<file path="src/rtl/mux_pkg.sv">
// Shared parameter defaults, mode encoding and index-width helper for the
// channel multiplexer/scanner.
package mux_pkg;

  localparam int N_DEF     = 8;
  localparam int W_DEF     = 8;
  localparam int DWELL_DEF = 4;

  typedef enum logic {
    MODE_MAN  = 1'b0,
    MODE_SCAN = 1'b1
  } mode_e;

  // Channel-index width; never below one bit so a 2-channel mux still has an index.
  function automatic int sw_of(input int n);
    return (n <= 2) ? 1 : $clog2(n);
  endfunction

endpackage

</file>
<file path="src/rtl/mux_scan_if.sv">
// Channel data, control and result bundle between a driver and mux_scan.
interface mux_scan_if
  import mux_pkg::*;
#(
  parameter int N = N_DEF,
  parameter int W = W_DEF
);
  localparam int SW = sw_of(N);

  logic [N*W-1:0] din;
  logic [SW-1:0]  sel;
  logic           mode;
  logic           en;
  logic [W-1:0]   y;
  logic [SW-1:0]  ch;
  logic           valid;
  logic           wrap;

  modport master (
    output din, sel, mode, en,
    input  y, ch, valid, wrap
  );

  modport slave (
    input  din, sel, mode, en,
    output y, ch, valid, wrap
  );

endinterface

</file>
<file path="src/rtl/mux_scan_ctr.sv">
// Scan index and dwell counter; loaded from sel outside scan mode and
// stepped once per enabled scan cycle.
module mux_scan_ctr
  import mux_pkg::*;
#(
  parameter int N     = N_DEF,
  parameter int DWELL = DWELL_DEF,
  parameter int SW    = sw_of(N)
) (
  input  logic          clk,
  input  logic          rst_n,
  input  logic          load,
  input  logic [SW-1:0] load_val,
  input  logic          adv_en,
  output logic [SW-1:0] cur,
  output logic          wrap_next
);

  logic [SW-1:0] cur_r;
  logic [7:0]    dcnt_r;
  logic          wrap_pend_r;
  logic          last_s;

  assign last_s    = (dcnt_r == 8'(DWELL - 1));
  assign cur       = cur_r;
  // Flags that the next scan sample is the first one on channel 0 after a wrap.
  assign wrap_next = wrap_pend_r;

  // Index, dwell count and pending-wrap flag update.
  always_ff @(posedge clk) begin
    if (!rst_n) begin
      cur_r       <= '0;
      dcnt_r      <= 8'd0;
      wrap_pend_r <= 1'b0;
    end else if (load) begin
      cur_r       <= load_val;
      dcnt_r      <= 8'd0;
      wrap_pend_r <= 1'b0;
    end else if (adv_en) begin
      if (last_s) begin
        cur_r       <= cur_r + SW'(1);
        dcnt_r      <= 8'd0;
        wrap_pend_r <= (cur_r == SW'(N - 1));
      end else begin
        cur_r       <= cur_r;
        dcnt_r      <= dcnt_r + 8'd1;
        wrap_pend_r <= 1'b0;
      end
    end else begin
      cur_r       <= cur_r;
      dcnt_r      <= dcnt_r;
      wrap_pend_r <= wrap_pend_r;
    end
  end

endmodule

</file>
<file path="src/rtl/mux_scan.sv">
// N:1 registered channel multiplexer with manual select and auto-scan modes;
// the scan sequencing lives in mux_scan_ctr.
module mux_scan
  import mux_pkg::*;
#(
  parameter int N     = N_DEF,
  parameter int W     = W_DEF,
  parameter int DWELL = DWELL_DEF
) (
  input  logic       clk,
  input  logic       rst_n,
  mux_scan_if.slave  bus
);

  localparam int SW = sw_of(N);

  logic          scan_s;
  logic [SW-1:0] cur_s;
  logic          wrap_next_s;
  logic [SW-1:0] idx_s;
  logic [W-1:0]  sel_data_s;
  logic [W-1:0]  y_r;
  logic [SW-1:0] ch_r;
  logic          valid_r;
  logic          wrap_r;

  assign scan_s = (mode_e'(bus.mode) == MODE_SCAN);

  mux_scan_ctr #(
    .N     (N),
    .DWELL (DWELL),
    .SW    (SW)
  ) u_ctr (
    .clk       (clk),
    .rst_n     (rst_n),
    .load      (!scan_s),
    .load_val  (bus.sel),
    .adv_en    (scan_s && bus.en),
    .cur       (cur_s),
    .wrap_next (wrap_next_s)
  );

  // Channel index: sel in manual mode, the scan index otherwise.
  always_comb begin
    idx_s = bus.sel;
    if (scan_s) begin
      idx_s = cur_s;
    end else begin
      idx_s = bus.sel;
    end
  end

  // N:1 data select.
  always_comb begin
    sel_data_s = '0;
    for (int k = 0; k < N; k++) begin
      if (idx_s == SW'(k)) begin
        sel_data_s = bus.din[k*W +: W];
      end else begin
        sel_data_s = sel_data_s;
      end
    end
  end

  // Output register; y and ch hold while en is low.
  always_ff @(posedge clk) begin
    if (!rst_n) begin
      y_r     <= '0;
      ch_r    <= '0;
      valid_r <= 1'b0;
      wrap_r  <= 1'b0;
    end else if (bus.en) begin
      y_r     <= sel_data_s;
      ch_r    <= idx_s;
      valid_r <= 1'b1;
      wrap_r  <= scan_s ? wrap_next_s : 1'b0;
    end else begin
      y_r     <= y_r;
      ch_r    <= ch_r;
      valid_r <= 1'b0;
      wrap_r  <= 1'b0;
    end
  end

  assign bus.y     = y_r;
  assign bus.ch    = ch_r;
  assign bus.valid = valid_r;
  assign bus.wrap  = wrap_r;

endmodule

</file>
<file path="src/flat_wrapper.sv">
// flat-port wrapper written by rule: the top's interface ports become plain ports
module mux_scan_flat import mux_pkg::*;
#(
  parameter int N     = N_DEF,
  parameter int W     = W_DEF,
  parameter int DWELL = DWELL_DEF
)
  (clk, rst_n, bus_din, bus_sel, bus_mode, bus_en, bus_y, bus_ch, bus_valid, bus_wrap);
  mux_scan_if #(.N(N), .W(W)) bus_i ();
  input  logic clk;
  input  logic rst_n;
  input wire logic [$bits(bus_i.din)-1:0] bus_din;
  input wire logic [$bits(bus_i.sel)-1:0] bus_sel;
  input wire logic [$bits(bus_i.mode)-1:0] bus_mode;
  input wire logic [$bits(bus_i.en)-1:0] bus_en;
  output wire logic [$bits(bus_i.y)-1:0] bus_y;
  output wire logic [$bits(bus_i.ch)-1:0] bus_ch;
  output wire logic [$bits(bus_i.valid)-1:0] bus_valid;
  output wire logic [$bits(bus_i.wrap)-1:0] bus_wrap;
  assign bus_i.din = bus_din;
  assign bus_i.sel = bus_sel;
  assign bus_i.mode = bus_mode;
  assign bus_i.en = bus_en;
  assign bus_y = bus_i.y;
  assign bus_ch = bus_i.ch;
  assign bus_valid = bus_i.valid;
  assign bus_wrap = bus_i.wrap;
  mux_scan #(.N(N), .W(W), .DWELL(DWELL)) u_core (.clk(clk), .rst_n(rst_n), .bus(bus_i));
endmodule
</file>
<file path="config.mk">
export PLATFORM = sky130hd
export DESIGN_NAME = mux_scan_flat
export DESIGN_NICKNAME = d
export VERILOG_FILES = /design/src/rtl/mux_pkg.sv /design/src/rtl/mux_scan_if.sv /design/src/rtl/mux_scan_ctr.sv /design/src/rtl/mux_scan.sv /design/src/flat_wrapper.sv
export SDC_FILE = /design/constraint.sdc
export NUM_CORES = 1
export LEC_CHECK = 0
export BUFFER_PORTS_ARGS = -buffer_cell sky130_fd_sc_hd__buf_2
export CAP_MARGIN = 20
export CORE_MARGIN = 3
export CORE_UTILIZATION = 48
export CTS_BUF_LIST = sky130_fd_sc_hd__clkbuf_8
export DETAILED_ROUTE_END_ITERATION = 12
export PLACE_DENSITY = 0.89
export SYNTH_ARGS = -nofsm -noshare
export SYNTH_HDL_FRONTEND = slang
export SYNTH_HIERARCHICAL = 1
export SYNTH_SLANG_ARGS = --single-unit
</file>
<file path="constraint.sdc">
create_clock -name clk -period 2.3 [get_ports clk]
set_clock_uncertainty 0.2 [all_clocks]
set_input_delay 0.23 -clock clk [delete_from_list [all_inputs] [get_ports clk]]
set_output_delay 0.23 -clock clk [all_outputs]
set_load 0.02 [all_outputs]
</file>
# Word level (Yosys, flattened, before mapping)
# Cells that the tools add are included.
# word_totals
ff_bits	25
inputBits	71
output_inout_bits	13
wordCells	40
# op_classes
addsub	2
eq_ne	11
muxes	15
reduce_logical	5
# ops
op	count
two-way mux 8 bit	9
equality test 3 bit (second input constant)	5
two-way mux 3 bit	4
adder 8 x 1 -> 8 bit (second input constant)	1
equality test 8 x 2 -> 1 bit (second input constant)	1
equality test 3 x 2 -> 1 bit (second input constant)	2
!= test 2 x 1 -> 1 bit (second input constant)	2
AND reduction 2 bit	2
adder 3 x 1 -> 3 bit (second input constant)	1
equality test 3 x 1 -> 1 bit (second input constant)	1
zero test 3 bit	1
AND reduction 3 bit	1
two-way mux 1 bit	2
logical AND 1 bit	1

# Longest topological paths before layout
# logic_depth
ltp_word	10
ltp_mapped	7
ltp_nobuf	5

# Modules after synthesis
# The synthesis kept the hierarchy.
# by_module_without_submodules
module	instances	cells_per_inst	area_per_inst_um2	seq_area_each_um2
mux_scan	1	145	1127.3	260.2
mux_scan_ctr	1	64	600.6	240.2

# Worst setup path after synthesis
# No wires, ideal clock.
# synth_timing
kind	reg-to-reg
start	register u_core.u_ctr.cur_r[2] (netlist: u_core/u_ctr/cur[2])
end	register u_core.y_r[7] (netlist: u_core/bus.y[7])
setup_time_ps	117
arrival_ps	1460
required_time_ps	1983
path_slack_ps	522
stages_incl_launch_ff	7
n_path_buf	1
period_less_slack_ps	1778
cell_sequence	dfxtp_1 mux2i_1 buf_2 mux2i_1 nand2_1 a31o_1 a32o_1
# synth_via
elab_chain_cells	10
word_cells_on_any_way	17
classes_between	eq/ne: 7; mux: 9; reduce/logical: 1
# synth_rtl
item	line	text
start: declaration	mux_scan_ctr.sv:19	logic [SW-1:0] cur_r;
start signal: assignment	mux_scan_ctr.sv:36	cur_r <= load_val;
start signal: assignment	mux_scan_ctr.sv:41	cur_r <= cur_r + SW'(1);
start signal: assignment	mux_scan_ctr.sv:45	cur_r <= cur_r;
two-way mux 3 bit (*)	mux_scan.sv:46	if (scan_s) begin
zero test 3 bit	mux_scan.sv:57	if (idx_s == SW'(k)) begin
two-way mux 8 bit (7 in series)	mux_scan.sv:57	
two-way mux 8 bit (*)	mux_scan.sv:57	
end signal: assignment	mux_scan.sv:73	y_r <= sel_data_s;
end signal: assignment	mux_scan.sv:78	y_r <= y_r;
end: declaration	mux_scan.sv:22	logic [W-1:0] y_r;
# Every way passes the cells marked *; elsewhere a longest branch is shown, timed or not.
# A chain may end at the register's enable or synchronous reset.

# Worst setup path after layout
# layout_timing
start	register u_core.u_ctr.cur_r[2] (netlist: u_core/u_ctr/cur[2])
end	register u_core.y_r[0] (netlist: u_core/bus.y[0])
# The elaborated chain is that of the path after synthesis.

==> run_results.csv <==
group,metric,value,unit
finish,diodes,0,
pwr,power_frac_comb,30.2,%
setup_path,path_cells,"nand2_1, o22ai_2, nand2_1, o221ai_1, a32oi_1",
floorplan,floorplan.die_area,0.00436,sq mm
synth,async_reset_ff_share,0,%
min_path,hold_path_class,"input port to flip-flop",
pwr,p_seq_share,44.7,%
floorplan,core_area,0.00339,sq mm
cts,postCtsSetupBuffers,0,
setup_path,cpMaxStageDelayCell,"dfxtp_1",
cts,cts_inserted_buffers,3,
setup_path,critPathBufInv,0,
cts,root_buffer,"clkbuf_8",
global_routing,antenna_found_initial,0,
cts,clk_latency,270,ps
synth,post_synth.cell_area_avg,8.27,sq um
synth,ys_warn_count,6,
drt,drt_iter0_markers,119,
finish,final_cell_mix,"buf_2 (83), nand2_1 (40), dfxtp_1 (25), mux2i_1 (12)",
run_status,status,"finished clean",
cts,htreeDepth,1,
global_routing,grt_max_degree,16,
setup_path,end_kind,"flip-flop",
cts,clk_path_buf_depth,2,
min_path,min_to,"u_core/bus.y[0]$_SDFFE_PN0P_",
synth,ys_seq_area_share,29.0,%
min_path,hold_depth,3,
timing,worstMarginPinSlew,500,ps
timing,report.final.setup_viol,0,
synth,synth-seq-cells,25,
placed_design,port_buffers,83,
timing,finalHoldViolCount,0,
timing,hold_slack,65.8,ps
cts,cts_tree,"done",
cts,ctsResizeCount,0,
pwr,ir_worst_vdd,0.349,mV
drt,ant_nets,0,
setup_path,critical_path.most_common_cell,"nand2_1",
drt,via_count,1936,
floorplan,num_io_pins,84,
pwr,p_per_area,476,mW/mm^2
setup_path,arrival,1870,ps
global_routing,grt_pass1_vias,1790,
drt,first_pass_iters,4,
setup_path,crit_family,"compound AO/OA/AOI/OAI gates",
timing,slew_violations,0,
finish,layout-drive-gt1-share,34.9,%
setup_path,r2r_start,"u_core/u_ctr/cur[2]$_SDFFE_PN0P_",
global_routing,grt_pass1_wl,7.96,mm
drt,totalWireLength,5.05,mm
pwr,switching_power,0.000335,W
setup_path,rr_worst_depth,5,
pwr,p_leak,1.04,nW
global_routing,grt_usage,23.0,%
synth,syn_area,0.00173,sq mm
floorplan,die_width,66,microns
synth,synth_ff_type,"dfxtp_1",
drt,route.detailed.drc,0,
timing,rsz0062_at_grt,"false",
floorplan,die_y,66,microns
placed_design,gp_congestion,0.889,
synth,syn_nets,283,
setup_path,critPathMaxStageDelay,450,ps
pwr,p_int,0.000724,W
synth,synth_edf_count,0,
global_routing,overflow,0,
placed_design,dpl.hpwl,3.98,mm
floorplan,initial_core_util,51.0,%
setup_path,startpoint_type,"flip-flop",
floorplan,rows,21,
setup_path,r2r_end,"u_core/bus.y[0]$_SDFFE_PN0P_",
finish,design_area,0.00222,sq mm
setup_path,crit_type,"flip-flop to flip-flop",
drt,wl_per_cell,14.9,microns
cts,clock_sinks,25,
finish,final_common_cell,"buf_2",
timing,max_freq,517,MHz
pwr,power_frac_clock,25.1,%
cts,cts_hold_buf,0,
setup_path,rrSetupSlack,370,ps
finish,area_delta_synth_final,28.7,%
timing,setup_tns,0,ps
synth,ys_types,52,
timing,fin_crit,1930,ps
setup_path,critical_path_peak_fanout,9,
setup_path,worstPathRequired,2240,ps
drt,via_per_inst,5.73,
pwr,swShare,31.6,%
job,drv_cap,0,
synth,postSynthCellCount,209,
min_path,hp-start,"bus_din[48]",
placed_design,place_area,0.00218,sq mm
cts,clk_pin_slew,90,ps
timing,slew_headroom,66.6,%
timing,min_period_over_period,84.1,%
finish,nNetsFinal,367,
==> worst reg2reg max path, stage by stage (launching register included) <==
cell and delay, ps:
dfxtp_1 450, nand2_1 150, o22ai_2 420, nand2_1 260, o221ai_1 240, a32oi_1 90
==> sequential cells by signal, summed over array words and instances (netlist names) <==
register and count:
u_core/u_ctr/cur 3, u_core/bus.wrap 1, u_core/u_ctr/dcnt_r 8, u_core/bus.valid 1, u_core/u_ctr/wrap_next 1, u_core/bus.ch 3
u_core/bus.y 8
==> synth_stat cells, types with 3 or more instances <==
master	instances	area share, %
o221ai_1	6	3.0
o211a_1	3	1.7
a31oi_1	4	1.4
o21ai_1	7	2.0
xor2_1	3	1.5
inv_1	8	1.7
o22ai_1	4	1.4
nand2b_1	3	1.1
nand3_1	4	1.2
a21oi_1	6	1.7
or3_1	3	1.1
dfxtp_1	25	29
nor2b_1	4	1.4
nand2_1	40	8.7
a32oi_1	3	1.5
nand4_1	4	1.4
o22a_1	5	2.5
o21ai_0	9	2.6
nor2_1	9	2.0
a221o_1	3	1.7
ha_1	3	2.2
mux2i_1	12	7.0
==> stage by stage <==
step | total power [W] | cells | setup slack, ps | utilization (%)
4_1_cts | 0.00106 | 338 | 395 | 65.6
3_5_place_dp | 0.000797 | 334 | 256 | 64.2
2_1_floorplan | 0.000675 | 209 | 522 | -
5_1_grt | 0.00111 | 338 | 220 | 65.6
6_report | 0.00106 | 338 | 367 | 65.6
3_3_place_gp | 0.000789 | 334 | 302 | 64.2
==> logic make-up after synthesis <==
family | Yosys count | share of synthesized area, %
and+or+nand+nor | 78 | 22.7
AOI/OAI and AO/OA | 66 | 28.7
DFF | 25 | 29.0
xor gates and xnor gates | 4 | 2.03
buffers and inverters | 16 | 4.92
adders and majority gates | 3 | 2.17
muxes | 17 | 10.5
==> layer usage <==
metal	part of all wire (%)	global-route usage, %
met2	46	36.7
met4	1.4	8.38
met1	43	31.3
met3	8.7	3.57
met5	0	0
==> power by group through the flow <==
stage / combinational (W) / sequential (W) / clock (W)
6_report: 0.000320 / 0.000473 / 0.000266
5_1_grt: 0.000348 / 0.000476 / 0.000287
4_1_cts: 0.000316 / 0.000472 / 0.000272
3_5_place_dp: 0.000315 / 0.000482 / 0
3_3_place_gp: 0.000308 / 0.000481 / 0
2_1_floorplan: 0.000173 / 0.000502 / 0
==> cell type report <==
class	count	area (sq um)
timing repair buffer	87	445
tap	46	57.6
inverter	8	30.0
sequential	25	500
clock inverter	1	7.51
multi-input combinational	168	1140
clock buffer	3	41.3
fill	277	1160
==> worst max-delay path by stage <==
stage | start | end | slack (ps) | cells past startpoint
floorplan | u_core/u_ctr/cur[2]$_SDFFE_PN0P_ | u_core/bus.y[7]$_SDFFE_PN0P_ | 520 | 6
global placement | bus_mode | u_core/bus.y[7]$_SDFFE_PN0P_ | 300 | 7
detailed placement | bus_mode | u_core/bus.y[7]$_SDFFE_PN0P_ | 260 | 7
CTS | u_core/u_ctr/cur[2]$_SDFFE_PN0P_ | u_core/bus.y[0]$_SDFFE_PN0P_ | 400 | 5
global route | u_core/u_ctr/cur[2]$_SDFFE_PN0P_ | u_core/bus.y[0]$_SDFFE_PN0P_ | 220 | 5
finish | u_core/u_ctr/cur[2]$_SDFFE_PN0P_ | u_core/bus.y[0]$_SDFFE_PN0P_ | 370 | 5
Power figures use the tool's default switching activity.
